[src/rtl/space_streams_splitter_ctrl.sv]
// Per-symbol sequencer for the two-stream splitter: bursts one symbol from both demapper FIFOs,
// then holds until the splitter readout is finished. Optional watchdog via SPLIT_CTRL_TIMEOUT_EN.
module space_streams_splitter_ctrl #(
    parameter int MODULATION = 1,
    parameter int NSYM_W     = 10
) (
    input  logic              CLK,
    input  logic              RST,
    input  logic              START,
    input  logic              ABORT,
    input  logic [NSYM_W-1:0] N_SYM,
    input  logic              SS1_RDY,
    input  logic              SS2_RDY,
    input  logic              SPLIT_OUT_DV,
    output logic              SS_RD_EN,
    output logic              SPLIT_DV,
    output logic [NSYM_W-1:0] SYM_CNT,
    output logic              BUSY,
    output logic              DONE
`ifdef SPLIT_CTRL_TIMEOUT_EN
    ,
    output logic              ERR
`endif
);

    localparam logic [8:0]        BURST_LAST = 9'(52 * MODULATION - 1);
    localparam logic [NSYM_W-1:0] SYM_ONE    = NSYM_W'(1);

    typedef enum logic [1:0] {IDLE, WAIT_RDY, BURST, DRAIN} state_t;

    state_t            state;
    logic [8:0]        burst_cnt;
    logic [NSYM_W-1:0] n_sym_q;
    logic              seen_out;
    logic [NSYM_W-1:0] sym_next;

    assign sym_next = SYM_CNT + SYM_ONE;

`ifdef SPLIT_CTRL_TIMEOUT_EN
    // Firing when the count would step to 0xFFFF gives exactly 65535 waiting cycles.
    localparam logic [15:0] WD_LAST = 16'hFFFE;
    logic [15:0] wd_cnt;
`endif

    // NOTE: all state and outputs use non-blocking assignments so every branch reads
    // the pre-edge values; later assignments in the block override earlier defaults.
    always_ff @(posedge CLK or posedge RST) begin
        if (RST) begin
            state     <= IDLE;
            burst_cnt <= '0;
            n_sym_q   <= '0;
            seen_out  <= 1'b0;
            SS_RD_EN  <= 1'b0;
            SPLIT_DV  <= 1'b0;
            SYM_CNT   <= '0;
            BUSY      <= 1'b0;
            DONE      <= 1'b0;
`ifdef SPLIT_CTRL_TIMEOUT_EN
            wd_cnt    <= '0;
            ERR       <= 1'b0;
`endif
        end else begin
            DONE     <= 1'b0;
            SPLIT_DV <= SS_RD_EN;   // FIFO read latency of one cycle
`ifdef SPLIT_CTRL_TIMEOUT_EN
            wd_cnt   <= '0;
`endif
            if (ABORT) begin
                state     <= IDLE;
                burst_cnt <= '0;
                seen_out  <= 1'b0;
                SS_RD_EN  <= 1'b0;
                SPLIT_DV  <= 1'b0;
                BUSY      <= 1'b0;
            end else begin
                case (state)
                    IDLE: begin
                        if (START) begin
`ifdef SPLIT_CTRL_TIMEOUT_EN
                            ERR <= 1'b0;
`endif
                            if (N_SYM != '0) begin
                                n_sym_q <= N_SYM;
                                SYM_CNT <= '0;
                                BUSY    <= 1'b1;
                                state   <= WAIT_RDY;
                            end else begin
                                DONE <= 1'b1;
                            end
                        end
                    end

                    WAIT_RDY: begin
                        if (SS1_RDY && SS2_RDY) begin
                            SS_RD_EN  <= 1'b1;
                            burst_cnt <= '0;
                            state     <= BURST;
                        end
`ifdef SPLIT_CTRL_TIMEOUT_EN
                        else if (wd_cnt == WD_LAST) begin
                            ERR   <= 1'b1;
                            BUSY  <= 1'b0;
                            state <= IDLE;
                        end else begin
                            wd_cnt <= wd_cnt + 16'd1;
                        end
`endif
                    end

                    BURST: begin
                        // RDY is not consulted here: a full symbol is already guaranteed.
                        if (burst_cnt == BURST_LAST) begin
                            SS_RD_EN  <= 1'b0;
                            burst_cnt <= '0;
                            state     <= DRAIN;
                        end else begin
                            burst_cnt <= burst_cnt + 9'd1;
                        end
                    end

                    DRAIN: begin
                        if (seen_out && !SPLIT_OUT_DV) begin
                            seen_out <= 1'b0;
                            SYM_CNT  <= sym_next;
                            if (sym_next == n_sym_q) begin
                                DONE  <= 1'b1;
                                BUSY  <= 1'b0;
                                state <= IDLE;
                            end else begin
                                state <= WAIT_RDY;
                            end
                        end else begin
                            if (SPLIT_OUT_DV)
                                seen_out <= 1'b1;
`ifdef SPLIT_CTRL_TIMEOUT_EN
                            if (wd_cnt == WD_LAST) begin
                                seen_out <= 1'b0;
                                ERR      <= 1'b1;
                                BUSY     <= 1'b0;
                                state    <= IDLE;
                            end else begin
                                wd_cnt <= wd_cnt + 16'd1;
                            end
`endif
                        end
                    end

                    default: begin
                        state    <= IDLE;
                        SS_RD_EN <= 1'b0;
                        BUSY     <= 1'b0;
                    end
                endcase
            end
        end
    end

endmodule

[config.mk]
export PLATFORM = sky130hd
export DESIGN_NAME = space_streams_splitter_ctrl
export DESIGN_NICKNAME = d
export VERILOG_FILES = /design/src/rtl/space_streams_splitter_ctrl.sv
export SDC_FILE = /design/constraint.sdc
export NUM_CORES = 1
export LEC_CHECK = 0
export ABC_AREA = 1
export CORE_MARGIN = 2
export CORE_UTILIZATION = 49
export DETAILED_ROUTE_END_ITERATION = 7
export PLACE_DENSITY = 0.75
export SLEW_MARGIN = 20
export SYNTH_ARGS = -nofsm -noshare
export SYNTH_HDL_FRONTEND = slang
export SYNTH_SLANG_ARGS = --single-unit
[constraint.sdc]
create_clock -name CLK -period 1.69 [get_ports CLK]
set_input_delay 0.2535 -clock CLK [delete_from_list [all_inputs] [get_ports CLK]]
set_output_delay 0.2535 -clock CLK [all_outputs]
set_load 0.005 [all_outputs]
==> flow_summary_export.csv, run 1 <==
group,metric,value,unit
global_route,antenna_found_initial,0,
logic_synthesis,netlist_instances,283,
logic_synthesis,async_flop_share,1.000,
clock_network,cts_tree,"done",
power,power.share.sequential,0.330,
timing,period_needed,2011,ps
timing,setup_viol,5,
floorplanning,start_util,0.5184,
power,p_total,3.679,mW
logic_synthesis,ys_ff_latch,36,
logic_synthesis,synthFlopType,"dfrtp_1",
timing,worst_slack,-321.4,ps
logic_synthesis,synth-edff-count,0,
timing,rsz0062_at_grt,"yes",
power,combPwrFrac,0.492,
worst_setup_path,crit_required,1870,ps
clock_network,cts_hold_buf,0,
routing,ant_nets,0,
run_status,status,"finished with violations",
layout,drive_gt1_frac,0.3279,
worst_setup_path,crit_path_end_kind,"flop",
routing,dr_total_vias,2364,
worst_setup_path,rr_worst_depth,14,
routing,drc,0,
floorplanning,io_pins,31,
power,ir_drop,0.0007276,V
clock_network,ctsLongestPathBuffers,2,
logic_synthesis,ys_seq_area_frac,0.4253,
flow_run,max_cap_viol_count,0,
logic_synthesis,syn_area,0.002118,mm2
placement,gp_congestion,0.8854,
clock_network,htreeDepth,2,
clock_network,clkSinkCount,36,
timing,slew_headroom,0.6859,
power,switching_share,0.3959,
worst_setup_path,critPathLaunchType,"flop",
power,p_per_area,1135,mW/mm2
clock_network,clk_pin_slew,80,ps
power,p_int,2.223,mW
global_route,grt_pass1_wl,9.549,mm
global_route,grt_pass1_vias,2132,
global_route,overflow,0,
layout,nets,389,
global_route,groute.usage.overall,0.2453,
timing,hold_violations,0,
timing,tightestPinTransition,471.2,ps
global_route,grt_max_degree,37,
logic_synthesis,syn_avg_cell_area,7.485,um2
worst_hold_path,min-delay-path-class,"in2async",
routing,vias_per_cell,5.683,
worst_setup_path,reg2reg_slack,-320,ps
routing,wl_per_cell,16.19,um
timing,min_period_over_period,1.190,
run_status,violations,"setup timing",
floorplanning,die_x,69.75,um
layout,antenna_cells,0,
floorplanning,dieArea,0.004865,mm2
logic_synthesis,ys_warn_count,0,
placement,numPortBuffers,30,
logic_synthesis,synth_fp_nets,307,
layout,area_delta_synth_final,52.98,%
worst_setup_path,cp_max_fo,2,
placement,post-dp-hpwl,3.861,mm
clock_network,cts-buffers-inserted,5,
timing,clock_skew,9.417,ps
routing,first_iter_violations,257,
worst_setup_path,arrival,2190,ps
power,switchingPower,1.457,mW
floorplanning,num_rows,23,
routing,wl,6.736,mm
floorplanning,dieHeight,69.75,um
clock_network,clk_latency,300,ps
timing,timing.hold.ws,358.5,ps
clock_network,cts_root_buffer,"clkbuf_8",
floorplanning,core,0.004086,mm2
power,power_leakage,1.474,nW
layout,layout_commonest_cell,"nand2_1",
layout,final_cell_mix,"nand2_1 (59), buf_4 (37), dfrtp_1 (36), inv_1 (36), clkdlybuf4s50_1 (29)",
routing,dr.pass1.iters,6,
timing,fmax,497.2,MHz
worst_setup_path,critPathKind,"reg2reg",
logic_synthesis,yosysUniqueCellTypes,32,
power,p_clk_frac,0.178,
timing,drv_slew,0,
-- state kept, by name, summed over array words and instances (netlist names) --
| register | flops |
|---|---|
| SYM_CNT | 10 |
| seen_out | 1 |
| DONE | 1 |
| n_sym_q | 10 |
| state | 2 |
| SS_RD_EN | 1 |
| BUSY | 1 |
| SPLIT_DV | 1 |
| burst_cnt | 9 |
-- repair_timing --
item,4_1_cts,5_1_grt
pin swaps,9,21
endpoints found under the setup margin,8,20
buffers inserted,4,6
resized for setup,24,55
gates cloned,0,1
-- routing by layer --
metal / wire, um / part of all wire / track usage / up-vias
met5: 0 / 0 / 0 / -
met1: 2715 / 0.40 / 0.3256 / 1110
met3: 409 / 0.061 / 0.04942 / 34
met2: 3318 / 0.49 / 0.3803 / 135
met4: 292 / 0.043 / 0.1261 / 0
li1: - / - / - / 1085
-- synthesized netlist by cell type, types with 2 or more instances --
| cell type | number | area share |
|---|---|---|
| nand3_1 | 18 | 0.043 |
| ha_1 | 7 | 0.041 |
| nand2_1 | 75 | 0.13 |
| nand4_1 | 6 | 0.018 |
| a21oi_1 | 7 | 0.017 |
| nand3b_1 | 4 | 0.014 |
| mux2_2 | 2 | 0.011 |
| nand3_2 | 2 | 0.0095 |
| nor2_2 | 3 | 0.0089 |
| inv_2 | 2 | 0.0035 |
| o21ai_1 | 6 | 0.014 |
| o22ai_1 | 8 | 0.024 |
| nor3_1 | 6 | 0.014 |
| nor3b_1 | 4 | 0.014 |
| nor2_1 | 29 | 0.051 |
| dfrtp_1 | 36 | 0.43 |
| o21ai_0 | 12 | 0.028 |
| inv_1 | 42 | 0.074 |
-- path summary, 6_finish.rpt --
path	start	endpoint
min	RST	burst_cnt[6]
max in group asynchronous	RST	n_sym_q[1]
min in group CLK	BUSY	BUSY
min reg2reg	BUSY	BUSY
max reg2reg	SYM_CNT[1]	state[0]
max	SYM_CNT[1]	state[0]
-- critical path: stages, from the launching register on --
cell	delay, ps
dfrtp_1	440
ha_4	310
inv_2	50
nand2_2	60
nand2_2	60
nor2_4	90
nand3_1	90
nor2_1	180
nand3_1	140
nor2_1	130
nand2_1	90
nand2_2	80
nand2_1	50
nand2_1	70
nand2_1	40
-- kinds of logic after synthesis --
logic type | Yosys count | synth area share
simple gates | 155 | 0.3444
buf+inv | 47 | 0.08446
compound gates | 36 | 0.09392
flops | 36 | 0.4253
fa+ha+maj | 7 | 0.04134
mux | 2 | 0.01063
-- layout make-up --
| cell class | count | area [um2] |
|---|---|---|
| fill | 266 | 845.8 |
| timing repair buffer | 77 | 701.9 |
| sequential | 36 | 900.9 |
| multi-input combinational | 200 | 1309 |
| tap | 50 | 62.56 |
| clock buffer | 6 | 82.58 |
| inverter | 45 | 173.9 |
| clock inverter | 2 | 10.01 |
-- power groups by stage --
stage               Clock (mW)  Combinational, mW  Sequential [mW]
finish                   0.656               1.81             1.21
global route             0.700               1.95             1.23
CTS                      0.662               1.38             1.18
detailed placement           0               1.24             1.19
global placement             0               1.21             1.19
floorplan                    0              0.730             1.17
-- metrics by stage --
step	instance area (um2)	setup WS, ps	utilization	setup TNS [ps]	instances
2_1_floorplan	2118	20.23	-	0	283
3_3_place_gp	2755	-165.0	0.6742	-2980	397
3_5_place_dp	2755	-203.8	0.6742	-3771	397
4_1_cts	2975	-43.97	0.7281	-140.9	409
5_1_grt	3241	-403.3	0.7930	-1558	416
6_report	3241	-321.4	0.7930	-821.7	416
No activity file was read; power rests on OpenSTA's default activity.
==> run 2, diff against run 1 <==
--- a/config.mk
+++ b/config.mk
@@ -7,9 +7,11 @@
 export LEC_CHECK = 0
 export ABC_AREA = 1
 export CORE_MARGIN = 2
-export CORE_UTILIZATION = 49
+export CORE_UTILIZATION = 51
+export CTS_BUF_LIST = sky130_fd_sc_hd__clkbuf_4 sky130_fd_sc_hd__clkbuf_8
+export CTS_CLUSTER_DIAMETER = 30
 export DETAILED_ROUTE_END_ITERATION = 7
-export PLACE_DENSITY = 0.75
+export PLACE_DENSITY = 0.78
 export SLEW_MARGIN = 20
 export SYNTH_ARGS = -nofsm -noshare
 export SYNTH_HDL_FRONTEND = slang
==> flow_summary_export.csv, run 2 (same netlist as run 1, synthesis figures left out) <==
group,metric,value,unit
layout,fin_cells,413,
timing,hold_violations,0,
floorplanning,start_util,0.5296,
clock_network,clkSinkCount,36,
routing,vias_per_cell,5.247,
timing,clock_skew,6.446,ps
placement,post-dp-hpwl,3.648,mm
worst_setup_path,reg2reg_slack,-180,ps
timing,tightestPinTransition,469.4,ps
timing,setup_viol,8,
worst_setup_path,critPathLaunchType,"flop",
routing,dr.pass1.iters,4,
routing,drc,0,
clock_network,ctsLongestPathBuffers,2,
worst_setup_path,crit_path_end_kind,"flop",
routing,wl_per_cell,14.26,um
worst_setup_path,cp-endpoint,"DONE",
global_route,overflow,0,
global_route,antenna_found_initial,0,
clock_network,cts_tree,"done",
worst_setup_path,rr_endpoint,"DONE",
clock_network,clk_pin_slew,80,ps
worst_setup_path,slowest_stage,"dfrtp_1",
layout,drive_gt1_frac,0.2948,
clock_network,htreeDepth,2,
timing,drv_slew,0,
global_route,grt_pass1_vias,2001,
floorplanning,dieHeight,68.45,um
run_status,status,"finished with violations",
placement,placed_cells,394,
global_route,grtUsageMet2,0.4087,
routing,first_iter_violations,121,
layout,area_delta_synth_final,48.79,%
global_route,busiest_layer,"met2",
placement,gp_congestion,0.8799,
floorplanning,die_x,68.45,um
placement,numPortBuffers,30,
run_status,violations,"setup timing",
worst_setup_path,cp_slowest_stage_delay,410,ps
flow_run,max_cap_viol_count,0,
power,power_leakage,1.449,nW
global_route,use_met1,0.3205,
timing,period_needed,1865,ps
clock_network,cts-buffers-inserted,5,
worst_setup_path,arrival,2080,ps
layout,top_regs,"SYM_CNT: 10 flops, n_sym_q: 10 flops, burst_cnt: 9 flops",
worst_setup_path,critPathKind,"reg2reg",
routing,ant_nets,0,
floorplanning,dieArea,0.004685,mm2
global_route,groute.usage.overall,0.2519,
timing,rsz0062_at_grt,"yes",
timing,worst_slack,-175.5,ps
routing,dr_total_vias,2167,
layout,antenna_cells,0,
clock_network,clk_latency,300,ps
global_route,grt_pass1_wl,8.645,mm
timing,fmax,536.1,MHz
worst_setup_path,cp_max_fo,5,
power,ir_drop,0.0006409,V
layout,layout_commonest_cell,"nand2_1",
power,p_total,3.476,mW
floorplanning,num_rows,23,
worst_setup_path,rr_worst_depth,12,
worst_setup_path,crit_start,"SYM_CNT[0]",
routing,wl,5.891,mm
worst_setup_path,r2r_start,"SYM_CNT[0]",
layout,nets,386,
worst_setup_path,crit_required,1910,ps
global_route,gr-usage-met3,0.05757,
worst_hold_path,min-delay-path-class,"in2async",
timing,slew_headroom,0.6871,
layout,final_cell_mix,"nand2_1 (69), dfrtp_1 (36), inv_1 (36)",
clock_network,cts_root_buffer,"clkbuf_8",
worst_setup_path,crit_chain,"buf_6, ha_4, nand2_4, nand2_2, nand2_1, nand2_1, nand3b_1, nor2_1, nand3_1, nor2_1, nand3_1, a21oi_2",
timing,min_period_over_period,1.104,
layout,multi_input_area,0.001244,mm2
floorplanning,core,0.004000,mm2
layout,regArea,900.9,um2
global_route,grt_max_degree,37,
layout,fillers,252,
power,p_per_area,1103,mW/mm2
floorplanning,io_pins,31,
-- run 2: per-stage QoR --
stage / hold slack (ps) / instance area [um2] / setup TNS, ps / setup WS (ps) / util
after detailed placement: 465.2 / 2733 / -3284 / -270.0 / 0.6831
after global placement: 459.2 / 2733 / -2388 / -199.7 / 0.6831
after floorplan: 319.9 / 2118 / 0 / 20.23 / -
final: 368.2 / 3152 / -787.6 / -175.5 / 0.7879
after CTS: 387.3 / 2880 / -67.64 / -37.75 / 0.7201
after global routing: 444.7 / 3152 / -2709 / -335.3 / 0.7879
-- run 2: report_power, final --
| group | leakage, nW | internal, mW | switching, mW | total [mW] |
|---|---|---|---|---|
| clock | 0.0523 | 0.365 | 0.314 | 0.679 |
| combinational | 0.924 | 0.775 | 0.828 | 1.60 |
| sequential | 0.473 | 1.05 | 0.142 | 1.19 |
-- run 2: critical path, delay by kind of cell (launching register included) --
family	cells	cell delay, ps
flip-flops	1	410
AND/OR/NAND/NOR	9	920
AO/OA/AOI/OAI	1	170
buffers and inverters	1	130
adder cells (fa/ha/maj)	1	160
-- run 2: how the worst min path moves through the flow --
stage          start           end  depth (start not counted)
2_1_floorplan  ABORT      SPLIT_DV                          1
6_report         RST  burst_cnt[4]                          3
4_1_cts          RST  burst_cnt[6]                          3
3_3_place_gp    BUSY          BUSY                          2
5_1_grt          RST  burst_cnt[3]                          3
3_5_place_dp    BUSY          BUSY                          2
-- run 2: per-layer routing --
layer / part of all wire / wire, um / up-vias
met5: 0 / 0 / -
met4: 0.017 / 102 / 0
met2: 0.50 / 2931 / 66
met3: 0.049 / 288 / 8
met1: 0.44 / 2568 / 1015
li1: - / - / 1078
-- run 2: layout make-up --
| type | count | share of cell area |
|---|---|---|
| Timing Repair Buffer | 74 | 0.2136 |
| Inverter | 45 | 0.05518 |
| Sequential cell | 36 | 0.2858 |
| Tap cell | 50 | 0.01985 |
| Multi-Input combinational cell | 200 | 0.3946 |
| Clock buffer | 8 | 0.03096 |
-- run 2: timing repair --
| action | in CTS | in global routing |
|---|---|---|
| buffers inserted | 0 | 11 |
| hold buffers | 0 | 0 |
| pin swaps | 2 | 16 |
| resized for setup | 16 | 45 |
| endpoints found under the setup margin | 15 | 21 |
